===== config.mk =====
export PLATFORM = sky130hd
export DESIGN_NAME = sprite_plotter
export DESIGN_NICKNAME = d
export VERILOG_FILES = /design/src/rtl/vga_pkg.sv /design/src/rtl/sprite_scan_counter.sv /design/src/rtl/sprite_plotter.sv
export SDC_FILE = /design/constraint.sdc
export NUM_CORES = 1
export LEC_CHECK = 0
export CELL_PAD_IN_SITES_DETAIL_PLACEMENT = 1
export CELL_PAD_IN_SITES_GLOBAL_PLACEMENT = 1
export CORE_MARGIN = 2
export CORE_UTILIZATION = 40
export DETAILED_ROUTE_END_ITERATION = 7
export PLACE_DENSITY = 0.73
export SLEW_MARGIN = 10
export SYNTH_ARGS = -nofsm -noshare
export SYNTH_HDL_FRONTEND = slang
export SYNTH_HIERARCHICAL = 1
export SYNTH_SLANG_ARGS = --single-unit

===== constraint.sdc =====
create_clock -name clk -period 2.8 [get_ports clk]
set_clock_uncertainty 0.05 [all_clocks]
set_input_delay 0.56 -clock clk [delete_from_list [all_inputs] [get_ports clk]]
set_output_delay 0.56 -clock clk [all_outputs]
set_load 0.02 [all_outputs]

===== src/rtl/vga_pkg.sv =====
// Shared definitions for the VGA drawing blocks.
//   SCREEN_W / SCREEN_H : visible screen size in pixels
//   colour_t            : 3-bit pixel colour
//   coord_t             : 8-bit screen coordinate
//   plot_state_t        : sprite plotter FSM state
//   cnt_w()             : width of a counter that spans 0..n-1 (at least 1 bit)
//   coord_add()         : 9-bit anchor + offset, so there is no 8-bit wrap-around
package vga_pkg;

   localparam int unsigned SCREEN_W = 160;
   localparam int unsigned SCREEN_H = 120;

   typedef logic [2:0] colour_t;
   typedef logic [7:0] coord_t;

   typedef enum logic [1:0] {
      ST_IDLE  = 2'd0,
      ST_ERASE = 2'd1,
      ST_DRAW  = 2'd2,
      ST_FIN   = 2'd3
   } plot_state_t;

   function automatic int unsigned cnt_w(input int unsigned n);
      return (n > 1) ? $clog2(n) : 1;
   endfunction

   function automatic logic [8:0] coord_add(input coord_t base, input logic [7:0] off);
      return {1'b0, base} + {1'b0, off};
   endfunction

endpackage


===== src/rtl/sprite_scan_counter.sv =====
// Row-major offset counter for walking a sprite footprint.
//   clk, reset : clock, asynchronous active-high reset
//   clr_i      : force both offsets to 0 (wins over en_i)
//   en_i       : advance one pixel; ox first, wrapping into oy
//   ox_o, oy_o : current x / y offset
//   last_o     : current offset is the final pixel (SPRITE_W-1, SPRITE_H-1)
module sprite_scan_counter
   import vga_pkg::*;
#(
   parameter int unsigned SPRITE_W = 2,
   parameter int unsigned SPRITE_H = 4,
   localparam int unsigned OX_W = cnt_w(SPRITE_W),
   localparam int unsigned OY_W = cnt_w(SPRITE_H)
) (
   input  logic            clk,
   input  logic            reset,
   input  logic            clr_i,
   input  logic            en_i,
   output logic [OX_W-1:0] ox_o,
   output logic [OY_W-1:0] oy_o,
   output logic            last_o
);

   localparam logic [OX_W-1:0] OX_LAST = OX_W'(SPRITE_W - 1);
   localparam logic [OY_W-1:0] OY_LAST = OY_W'(SPRITE_H - 1);

   logic [OX_W-1:0] ox_q, ox_d;
   logic [OY_W-1:0] oy_q, oy_d;

   always_comb begin
      ox_d = ox_q;
      oy_d = oy_q;
      if (clr_i) begin
         ox_d = '0;
         oy_d = '0;
      end else if (en_i) begin
         if (ox_q == OX_LAST) begin
            ox_d = '0;
            oy_d = (oy_q == OY_LAST) ? '0 : oy_q + OY_W'(1);
         end else begin
            ox_d = ox_q + OX_W'(1);
         end
      end
   end

   always_ff @(posedge clk or posedge reset) begin
      if (reset) begin
         ox_q <= '0;
         oy_q <= '0;
      end else begin
         ox_q <= ox_d;
         oy_q <= oy_d;
      end
   end

   assign ox_o   = ox_q;
   assign oy_o   = oy_q;
   assign last_o = (ox_q == OX_LAST) && (oy_q == OY_LAST);

endmodule


===== src/rtl/sprite_plotter.sv =====
// Sprite plotter: accepts a sprite anchor and colour over valid/ready, erases the previous
// footprint in BG_COLOUR, then draws the new footprint, one pixel per cycle to the VGA adapter.
//   clk, reset          : clock, asynchronous active-high reset
//   pos_valid/pos_ready : anchor handshake; ready only while idle
//   pos_x, pos_y        : anchor column / row
//   pos_colour          : sprite colour
//   vga_x, vga_y        : registered pixel coordinate (low 8 bits of the 9-bit sum)
//   vga_colour          : registered pixel colour
//   vga_plot            : registered write strobe, low for off-screen or masked slots
//   busy                : high while erasing or drawing
//   done                : one-cycle pulse the cycle after the last draw pixel appears
// Build option: define SPRITE_PLOTTER_MASK_EN to gate plotting with a constant sprite mask
// (bit index oy*SPRITE_W+ox). Timing is identical with or without it.
module sprite_plotter
   import vga_pkg::*;
#(
   parameter int unsigned SPRITE_W  = 2,
   parameter int unsigned SPRITE_H  = 4,
   parameter int unsigned SCREEN_W  = vga_pkg::SCREEN_W,
   parameter int unsigned SCREEN_H  = vga_pkg::SCREEN_H,
   parameter colour_t     BG_COLOUR = 3'b000
) (
   input  logic       clk,
   input  logic       reset,
   input  logic       pos_valid,
   output logic       pos_ready,
   input  logic [7:0] pos_x,
   input  logic [7:0] pos_y,
   input  logic [2:0] pos_colour,
   output logic [7:0] vga_x,
   output logic [7:0] vga_y,
   output logic [2:0] vga_colour,
   output logic       vga_plot,
   output logic       busy,
   output logic       done
);

   localparam int unsigned OX_W = cnt_w(SPRITE_W);
   localparam int unsigned OY_W = cnt_w(SPRITE_H);
   localparam logic [8:0]  SCREEN_W9 = 9'(SCREEN_W);
   localparam logic [8:0]  SCREEN_H9 = 9'(SCREEN_H);

`ifdef SPRITE_PLOTTER_MASK_EN
   localparam int unsigned NPIX = SPRITE_W * SPRITE_H;
   localparam logic [NPIX-1:0] SPRITE_MASK = NPIX'(8'b10100101);
`endif

   plot_state_t state_q, state_d;
   logic        has_prev_q, has_prev_d;
   coord_t      new_x_q, new_x_d;
   coord_t      new_y_q, new_y_d;
   colour_t     new_colour_q, new_colour_d;
   coord_t      prev_x_q, prev_x_d;
   coord_t      prev_y_q, prev_y_d;

   coord_t      vga_x_q, vga_x_d;
   coord_t      vga_y_q, vga_y_d;
   colour_t     vga_colour_q, vga_colour_d;
   logic        vga_plot_q, vga_plot_d;
   logic        done_q, done_d;

   logic            cnt_clr;
   logic            cnt_en;
   logic [OX_W-1:0] ox;
   logic [OY_W-1:0] oy;
   logic            cnt_last;

   sprite_scan_counter #(
      .SPRITE_W (SPRITE_W),
      .SPRITE_H (SPRITE_H)
   ) u_scan (
      .clk    (clk),
      .reset  (reset),
      .clr_i  (cnt_clr),
      .en_i   (cnt_en),
      .ox_o   (ox),
      .oy_o   (oy),
      .last_o (cnt_last)
   );

   // Control FSM
   always_comb begin
      state_d      = state_q;
      has_prev_d   = has_prev_q;
      new_x_d      = new_x_q;
      new_y_d      = new_y_q;
      new_colour_d = new_colour_q;
      prev_x_d     = prev_x_q;
      prev_y_d     = prev_y_q;
      cnt_clr      = 1'b0;
      cnt_en       = 1'b0;
      unique case (state_q)
         ST_IDLE: begin
            cnt_clr = 1'b1;
            if (pos_valid) begin
               new_x_d      = pos_x;
               new_y_d      = pos_y;
               new_colour_d = pos_colour;
               state_d      = has_prev_q ? ST_ERASE : ST_DRAW;
            end
         end
         ST_ERASE: begin
            if (cnt_last) begin
               cnt_clr = 1'b1;
               state_d = ST_DRAW;
            end else begin
               cnt_en = 1'b1;
            end
         end
         ST_DRAW: begin
            if (cnt_last) begin
               cnt_clr = 1'b1;
               state_d = ST_FIN;
            end else begin
               cnt_en = 1'b1;
            end
         end
         ST_FIN: begin
            prev_x_d   = new_x_q;
            prev_y_d   = new_y_q;
            has_prev_d = 1'b1;
            state_d    = ST_IDLE;
         end
         default: state_d = ST_IDLE;
      endcase
   end

   // Pixel generation; registered so each slot appears the cycle after its counter value.
   logic       scanning;
   logic       erasing;
   coord_t     base_x;
   coord_t     base_y;
   logic [8:0] x9;
   logic [8:0] y9;
   logic       in_screen;
   logic       mask_on;

   always_comb begin
      erasing   = (state_q == ST_ERASE);
      scanning  = erasing || (state_q == ST_DRAW);
      base_x    = erasing ? prev_x_q : new_x_q;
      base_y    = erasing ? prev_y_q : new_y_q;
      x9        = coord_add(base_x, 8'(ox));
      y9        = coord_add(base_y, 8'(oy));
      in_screen = (x9 < SCREEN_W9) && (y9 < SCREEN_H9);
   end

`ifdef SPRITE_PLOTTER_MASK_EN
   logic [31:0]     pix_idx;
   logic [NPIX-1:0] mask_vec;

   always_comb begin
      pix_idx  = 32'(oy) * SPRITE_W + 32'(ox);
      mask_vec = SPRITE_MASK >> pix_idx;
      mask_on  = mask_vec[0];
   end
`else
   assign mask_on = 1'b1;
`endif

   always_comb begin
      vga_x_d      = vga_x_q;
      vga_y_d      = vga_y_q;
      vga_colour_d = vga_colour_q;
      vga_plot_d   = scanning && in_screen && mask_on;
      done_d       = (state_q == ST_FIN);
      if (scanning) begin
         vga_x_d      = x9[7:0];
         vga_y_d      = y9[7:0];
         vga_colour_d = erasing ? BG_COLOUR : new_colour_q;
      end
   end

   always_ff @(posedge clk or posedge reset) begin
      if (reset) begin
         state_q      <= ST_IDLE;
         has_prev_q   <= 1'b0;
         new_x_q      <= '0;
         new_y_q      <= '0;
         new_colour_q <= '0;
         prev_x_q     <= '0;
         prev_y_q     <= '0;
         vga_x_q      <= '0;
         vga_y_q      <= '0;
         vga_colour_q <= '0;
         vga_plot_q   <= 1'b0;
         done_q       <= 1'b0;
      end else begin
         state_q      <= state_d;
         has_prev_q   <= has_prev_d;
         new_x_q      <= new_x_d;
         new_y_q      <= new_y_d;
         new_colour_q <= new_colour_d;
         prev_x_q     <= prev_x_d;
         prev_y_q     <= prev_y_d;
         vga_x_q      <= vga_x_d;
         vga_y_q      <= vga_y_d;
         vga_colour_q <= vga_colour_d;
         vga_plot_q   <= vga_plot_d;
         done_q       <= done_d;
      end
   end

   assign vga_x      = vga_x_q;
   assign vga_y      = vga_y_q;
   assign vga_colour = vga_colour_q;
   assign vga_plot   = vga_plot_q;
   assign done       = done_q;
   assign busy       = (state_q == ST_ERASE) || (state_q == ST_DRAW);
   assign pos_ready  = (state_q == ST_IDLE);

endmodule


==> impl_metrics.toml, run 1 <==
[drt]
drc_errors = 0
wl_per_cell_um = 16.2
via_count = 2031
routed_wl_um = 6520
viasPerCell = 5.05
ant_nets = 0
firstDrtPassIters = 4
drt_iter0_drc = 31

[floorplanning]
initial_core_util = 0.409
dieArea_um2 = 8580
std_cell_rows = 32
io_pins = 45
dieWidth_um = 92.6
die_h_um = 92.6
coreArea_um2 = 7690

[pwr]
internal_power_mw = 3.26
pwr-share-seq = 0.329
clkPwrFrac = 0.168
power_frac_comb = 0.503
ir_drop_mv = 0.575
p_leak_nw = 1.65
power_switching_share = 0.375
p_switching_mw = 1.95
power-per-cell-area_nw_per_um2 = 1330

[grt]
antenna_found_initial = 0
grt_pass1_wl_um = 11300
grt_max_degree = 39
grt_usage = 0.172
grt_pass1_vias = 2267
gr-total-overflow = 0

[setup_path]
cp.arrival_ns = 2.82
slowest_stage = "dfrtp_1"
path_max_fanout = 4
crit_required_ns = 2.98
cp-start-kind = "flop"
endpoint_kind = "flop"
path_class = "reg2reg"
critPathMaxStageDelay_ns = 0.41
crit_chain = "inv_1 > ha_1 > mux2_2 > ha_1 > fa_1 > inv_1 > a21oi_2 > nor3b_2 > xnor2_1 > mux2_2"

[cts]
clock_insertion_delay_worst_skew_ns = 0.35
ctsResizeCount = 0
cts_hold_buf = 0
cts_buffers = 9
cts_buffer_depth = 2
cts_htree_levels = 3
cts_tree = "yes"
clock_sinks = 62
cts_root_buf = "clkbuf_8"
post-cts-setup-buffers = 0
clkSlewWorstSetupHoldPaths_ns = 0.07

[flow_run]
drv_cap = 0

[cells_and_area]
drive_gt1_frac = 0.297
nets = 327
n_antenna_cell = 0
final_cell_mix = "dfrtp_1, mux2_2, clkdlybuf4s50_1"
syn_to_final_growth_pct = 24.8
final_core_utilization = 0.510
final_common_cell = "dfrtp_1"

[synthesis]
synthSimpleGateAreaFrac = 0.0872
yosysSeqAreaShare = 0.494
synth_compound_area_frac = 0.0669
ys_seq_elements = 62
synth_area_leader_cell = "dfrtp_1"
yosys_warnings = 6
synth-adder-area-share = 0.0422
synth_xor_area_frac = 0.0362
muxShareOfSynthArea = 0.239
netlist.area_leader.share = 0.494
synth_top_family_by_area = "multiplexers"
synthesis.nets = 277
syn_area_per_cell_um2 = 12.8
syn_area_um2 = 3140
synth_cells = 245
synth_cell_type_count = 44
synth_area_leaders = "dfrtp_1, mux2_2, ha_1"

[sta]
max_slew_margin = 0.344
worstMarginPinSlew_ns = 0.983
period_share = 0.942
finalHoldViolCount = 0
fmax_mhz = 379
period_needed_ns = 2.64
slew_viol_final = 0
final.setup.tns_ns = 0
finalSetupViolCount = 0
hold_ws_ns = 0.386
rsz0062_at_grt = "false"

[place]
place.gp.congestion = 0.727
portBuffers = 44
dp_hpwl_um = 4580

[hold_path]
hold_path.class = "in2async"

[run_status]
status = "finished clean"
[synthesized netlist by cell type (all sizes together)]
library cell	n
dfrtp	62
mux2	56
nand2	14
mux2i	11
nor2	10
xnor2	10
ha	9
inv	9
buf	8
a21oi	7
nand3	7
o21ai	5
nand3b	4
clkbuf	3
nor2b	3
o22ai	3
xor2	3
a21bo	2
a21boi	2
a22oi	2
a311oi	2
and2	2
a211oi	1
a2bb2oi	1
a31o	1
and4bb	1
fa	1
nand4	1
nand4b	1
nand4bb	1
nor3b	1
o221ai	1
or2	1
[flip-flops by register name, summed over array words and instances (netlist names), 3 cells and up]
name,cells
vga_colour,3
new_colour_q,3
new_x_q,8
prev_y_q,8
vga_x,8
new_y_q,8
prev_x_q,8
vga_y,8
[metal layers]
metal,vias to the layer above,wire length (um),GRT usage
li1,965,-,-
met1,1028,2950,0.218
met2,29,3270,0.285
met3,9,179,0.0334
met4,0,118,0.0809
met5,-,0,0
[power groups by stage]
stage / clock (mW) / sequential [mW] / combinational, mW
final: 0.878 / 1.71 / 2.62
after global routing: 0.940 / 1.79 / 2.89
after CTS: 0.903 / 1.72 / 2.67
after detailed placement: 0 / 1.73 / 2.65
after global placement: 0 / 1.71 / 2.58
after floorplan: 0 / 1.81 / 1.75
[through the flow]
step | cell area, um^2 | setup slack (ns) | instances | power (mW)
global placement | 3710 | 0.264 | 386 | 4.29
finish | 3920 | 0.161 | 402 | 5.21
detailed placement | 3710 | 0.167 | 386 | 4.38
floorplan | 3150 | 0.0190 | 245 | 3.56
global route | 3920 | 0.00847 | 402 | 5.61
CTS | 3920 | 0.161 | 402 | 5.29
[cell families after synthesis]
logic type	count (synthesis)
mux	67
flops	62
simple gates	46
fa+ha+maj	10
xor+xnor	13
buf+inv	20
compound gates	27
[area by class of cell]
cell class | count | area (um^2)
clock inverter | 4 | 70.1
clock buffer | 12 | 145
fill | 822 | 3770
timing repair buffer | 50 | 510
multi-input combinational | 163 | 1480
tap | 102 | 128
inverter | 9 | 33.8
sequential | 62 | 1550
[worst max-delay path, delay by kind of cell (launching register included)]
family	cells	cell delay, ns
XOR/XNOR	1	0.14
buffers and inverters	2	0.20
adder cells (fa/ha/maj)	3	0.87
flip-flops	1	0.41
multiplexers	2	0.64
AO/OA/AOI/OAI	1	0.05
AND/OR/NAND/NOR	1	0.16
[path summary, 6_finish.rpt]
kind,cells past startpoint,from,slack (ns),end
worst min-delay path,2,reset,0.39,u_scan/oy_o[0]$_DFFE_PP0P_
worst min register to register,1,has_prev_q$_DFFE_PP0P_,0.43,has_prev_q$_DFFE_PP0P_
min in group clk,1,has_prev_q$_DFFE_PP0P_,0.43,has_prev_q$_DFFE_PP0P_
worst max register to register,10,state_q[1]$_DFFE_PP0P_,0.16,vga_y[6]$_DFFE_PP0N_
worst max-delay path,10,state_q[1]$_DFFE_PP0P_,0.16,vga_y[6]$_DFFE_PP0N_
max in group asynchronous,3,reset,1.59,done$_DFF_PP0_
Note: power is estimated with default switching activity, not from simulation.
==> run 2: changes to the inputs <==
- ABC_CLOCK_PERIOD_IN_PS: unset -> 2800
- CORE_ASPECT_RATIO: unset -> 0.75
==> impl_metrics.toml, run 2 (synthesized netlist as in run 1, its figures left out) <==
[pwr]
clkPwrFrac = 0.141
p_switching_mw = 1.94
internal_power_mw = 3.09
p_leak_nw = 1.61
power-per-cell-area_nw_per_um2 = 1300
power_switching_share = 0.385
pwr-share-seq = 0.341
power_frac_comb = 0.518
ir_drop_mv = 0.491

[floorplanning]
coreArea_um2 = 7470
die_h_um = 80.8
io_pins = 45
dieWidth_um = 106
std_cell_rows = 27
dieArea_um2 = 8590
initial_core_util = 0.421

[setup_path]
crit_required_ns = 2.98
cp.arrival_ns = 2.76
rr_startpoint = "state_q[1]$_DFFE_PP0P_"
slowest_stage = "dfrtp_1"
path_max_fanout = 5
crit_chain = "inv_1 > ha_2 > mux2_2 > ha_1 > fa_1 > inv_1 > a21oi_2 > nor3b_2 > xnor2_1 > mux2_2"
reg2regPathDepth = 10
cp-start-kind = "flop"
path_class = "reg2reg"
rrSetupSlack_ns = 0.22
critPathMaxStageDelay_ns = 0.41
reg2reg_to = "vga_y[6]$_DFFE_PP0N_"
endpoint_kind = "flop"

[sta]
finalHoldViolCount = 0
slew_viol_final = 0
fmax_mhz = 388
final.setup.tns_ns = 0
finalSetupViolCount = 0
max_slew_margin = 0.382
hold_ws_ns = 0.371
rsz0062_at_grt = "false"
period_share = 0.921
worstMarginPinSlew_ns = 0.926
period_needed_ns = 2.58

[cts]
cts_root_buf = "clkbuf_8"
clkSlewWorstSetupHoldPaths_ns = 0.07
clock_sinks = 62
cts_tree = "yes"
cts_buffers = 9
cts_htree_levels = 3
clock_insertion_delay_worst_skew_ns = 0.35
cts_buffer_depth = 2

[place]
dp_hpwl_um = 4580
place.gp.congestion = 0.745
portBuffers = 44

[cells_and_area]
drive_gt1_frac = 0.299
final_common_cell = "dfrtp_1"
n_antenna_cell = 0
final_cell_mix = "dfrtp_1, mux2_2, clkdlybuf4s50_1"
fill_cells = 785
syn_to_final_growth_pct = 23.3
nets = 326

[drt]
via_count = 2019
drc_errors = 0
firstDrtPassIters = 4
drt_iter0_drc = 36
ant_nets = 0
wl_per_cell_um = 16.2
routed_wl_um = 6470
viasPerCell = 5.06

[run_status]
status = "finished clean"

[grt]
grt_pass1_vias = 2132
grt_pass1_wl_um = 10900
antenna_found_initial = 0
gr-total-overflow = 0
grt_max_degree = 40
grt_usage = 0.166

[flow_run]
drv_cap = 0

[hold_path]
hold_path.class = "in2async"
## run 2: changes by cell type in the layout (fill, tap and decap cells not counted), sizes merged
| cell | previous run | this run |
|---|---|---|
| buf | 6 | 5 |
| bufinv | 2 | 0 |
| clkinv | 2 | 1 |
| clkinvlp | 0 | 2 |
## run 2: critical path, delay by kind of cell (launching register included)
kind / cells / cell delay [ns]
multiplexers: 2 / 0.61
buffers and inverters: 2 / 0.20
flip-flops: 1 / 0.41
AND/OR/NAND/NOR: 1 / 0.16
adder cells (fa/ha/maj): 3 / 0.86
AO/OA/AOI/OAI: 1 / 0.05
XOR/XNOR: 1 / 0.13
## run 2: worst max-delay path by stage
stage,startpoint,endpoint,depth (start not counted)
finish,state_q[1]$_DFFE_PP0P_,vga_y[6]$_DFFE_PP0N_,10
detailed placement,state_q[1]$_DFFE_PP0P_,vga_plot$_DFF_PP0_,10
global placement,state_q[1]$_DFFE_PP0P_,vga_y[6]$_DFFE_PP0N_,10
floorplan,state_q[1]$_DFFE_PP0P_,vga_y[6]$_DFFE_PP0N_,13
global route,state_q[1]$_DFFE_PP0P_,vga_plot$_DFF_PP0_,10
CTS,state_q[1]$_DFFE_PP0P_,vga_plot$_DFF_PP0_,10
## run 2: layout make-up
cell class / instances / area, um^2 / area share
flip-flops and latches: 62 / 1550 / 0.400
multi-input cells: 163 / 1490 / 0.383
clock buffers: 12 / 155 / 0.0400
well taps: 101 / 126 / 0.0326
inverters: 9 / 33.8 / 0.00872
clock inverters: 3 / 20.0 / 0.00517
repair buffers: 49 / 503 / 0.130
## run 2: metal layers
metal / part of all wire / vias up / GRT usage / routed length [um]
met2: 0.46 / 35 / 0.268 / 2990
met3: 0.041 / 12 / 0.0465 / 263
met1: 0.48 / 1010 / 0.214 / 3100
li1: - / 962 / - / -
met5: 0 / - / 0 / 0
met4: 0.018 / 0 / 0.0671 / 114
## run 2: through the flow
stage	power [mW]	setup slack (ns)	cells	area, um^2	utilization
floorplan	3.56	0.0190	245	3150	-
CTS	5.10	0.166	399	3870	0.519
global placement	4.28	0.263	384	3700	0.495
detailed placement	4.36	0.148	384	3700	0.495
global route	5.42	0.0232	399	3870	0.519
finish	5.03	0.221	399	3870	0.519
## run 2: timing repair
action,in CTS,in global routing
hold endpoints to repair,0,0
buffers inserted,0,0
setup endpoints to repair,0,1
resized for setup,0,1
hold buffers,0,0
## run 2: power by group through the flow
stage / registers [mW] / logic (mW) / clock network, mW
3_3_place_gp: 1.71 / 2.57 / 0
6_report: 1.72 / 2.61 / 0.708
3_5_place_dp: 1.73 / 2.64 / 0
5_1_grt: 1.80 / 2.85 / 0.778
4_1_cts: 1.72 / 2.65 / 0.740
2_1_floorplan: 1.81 / 1.75 / 0
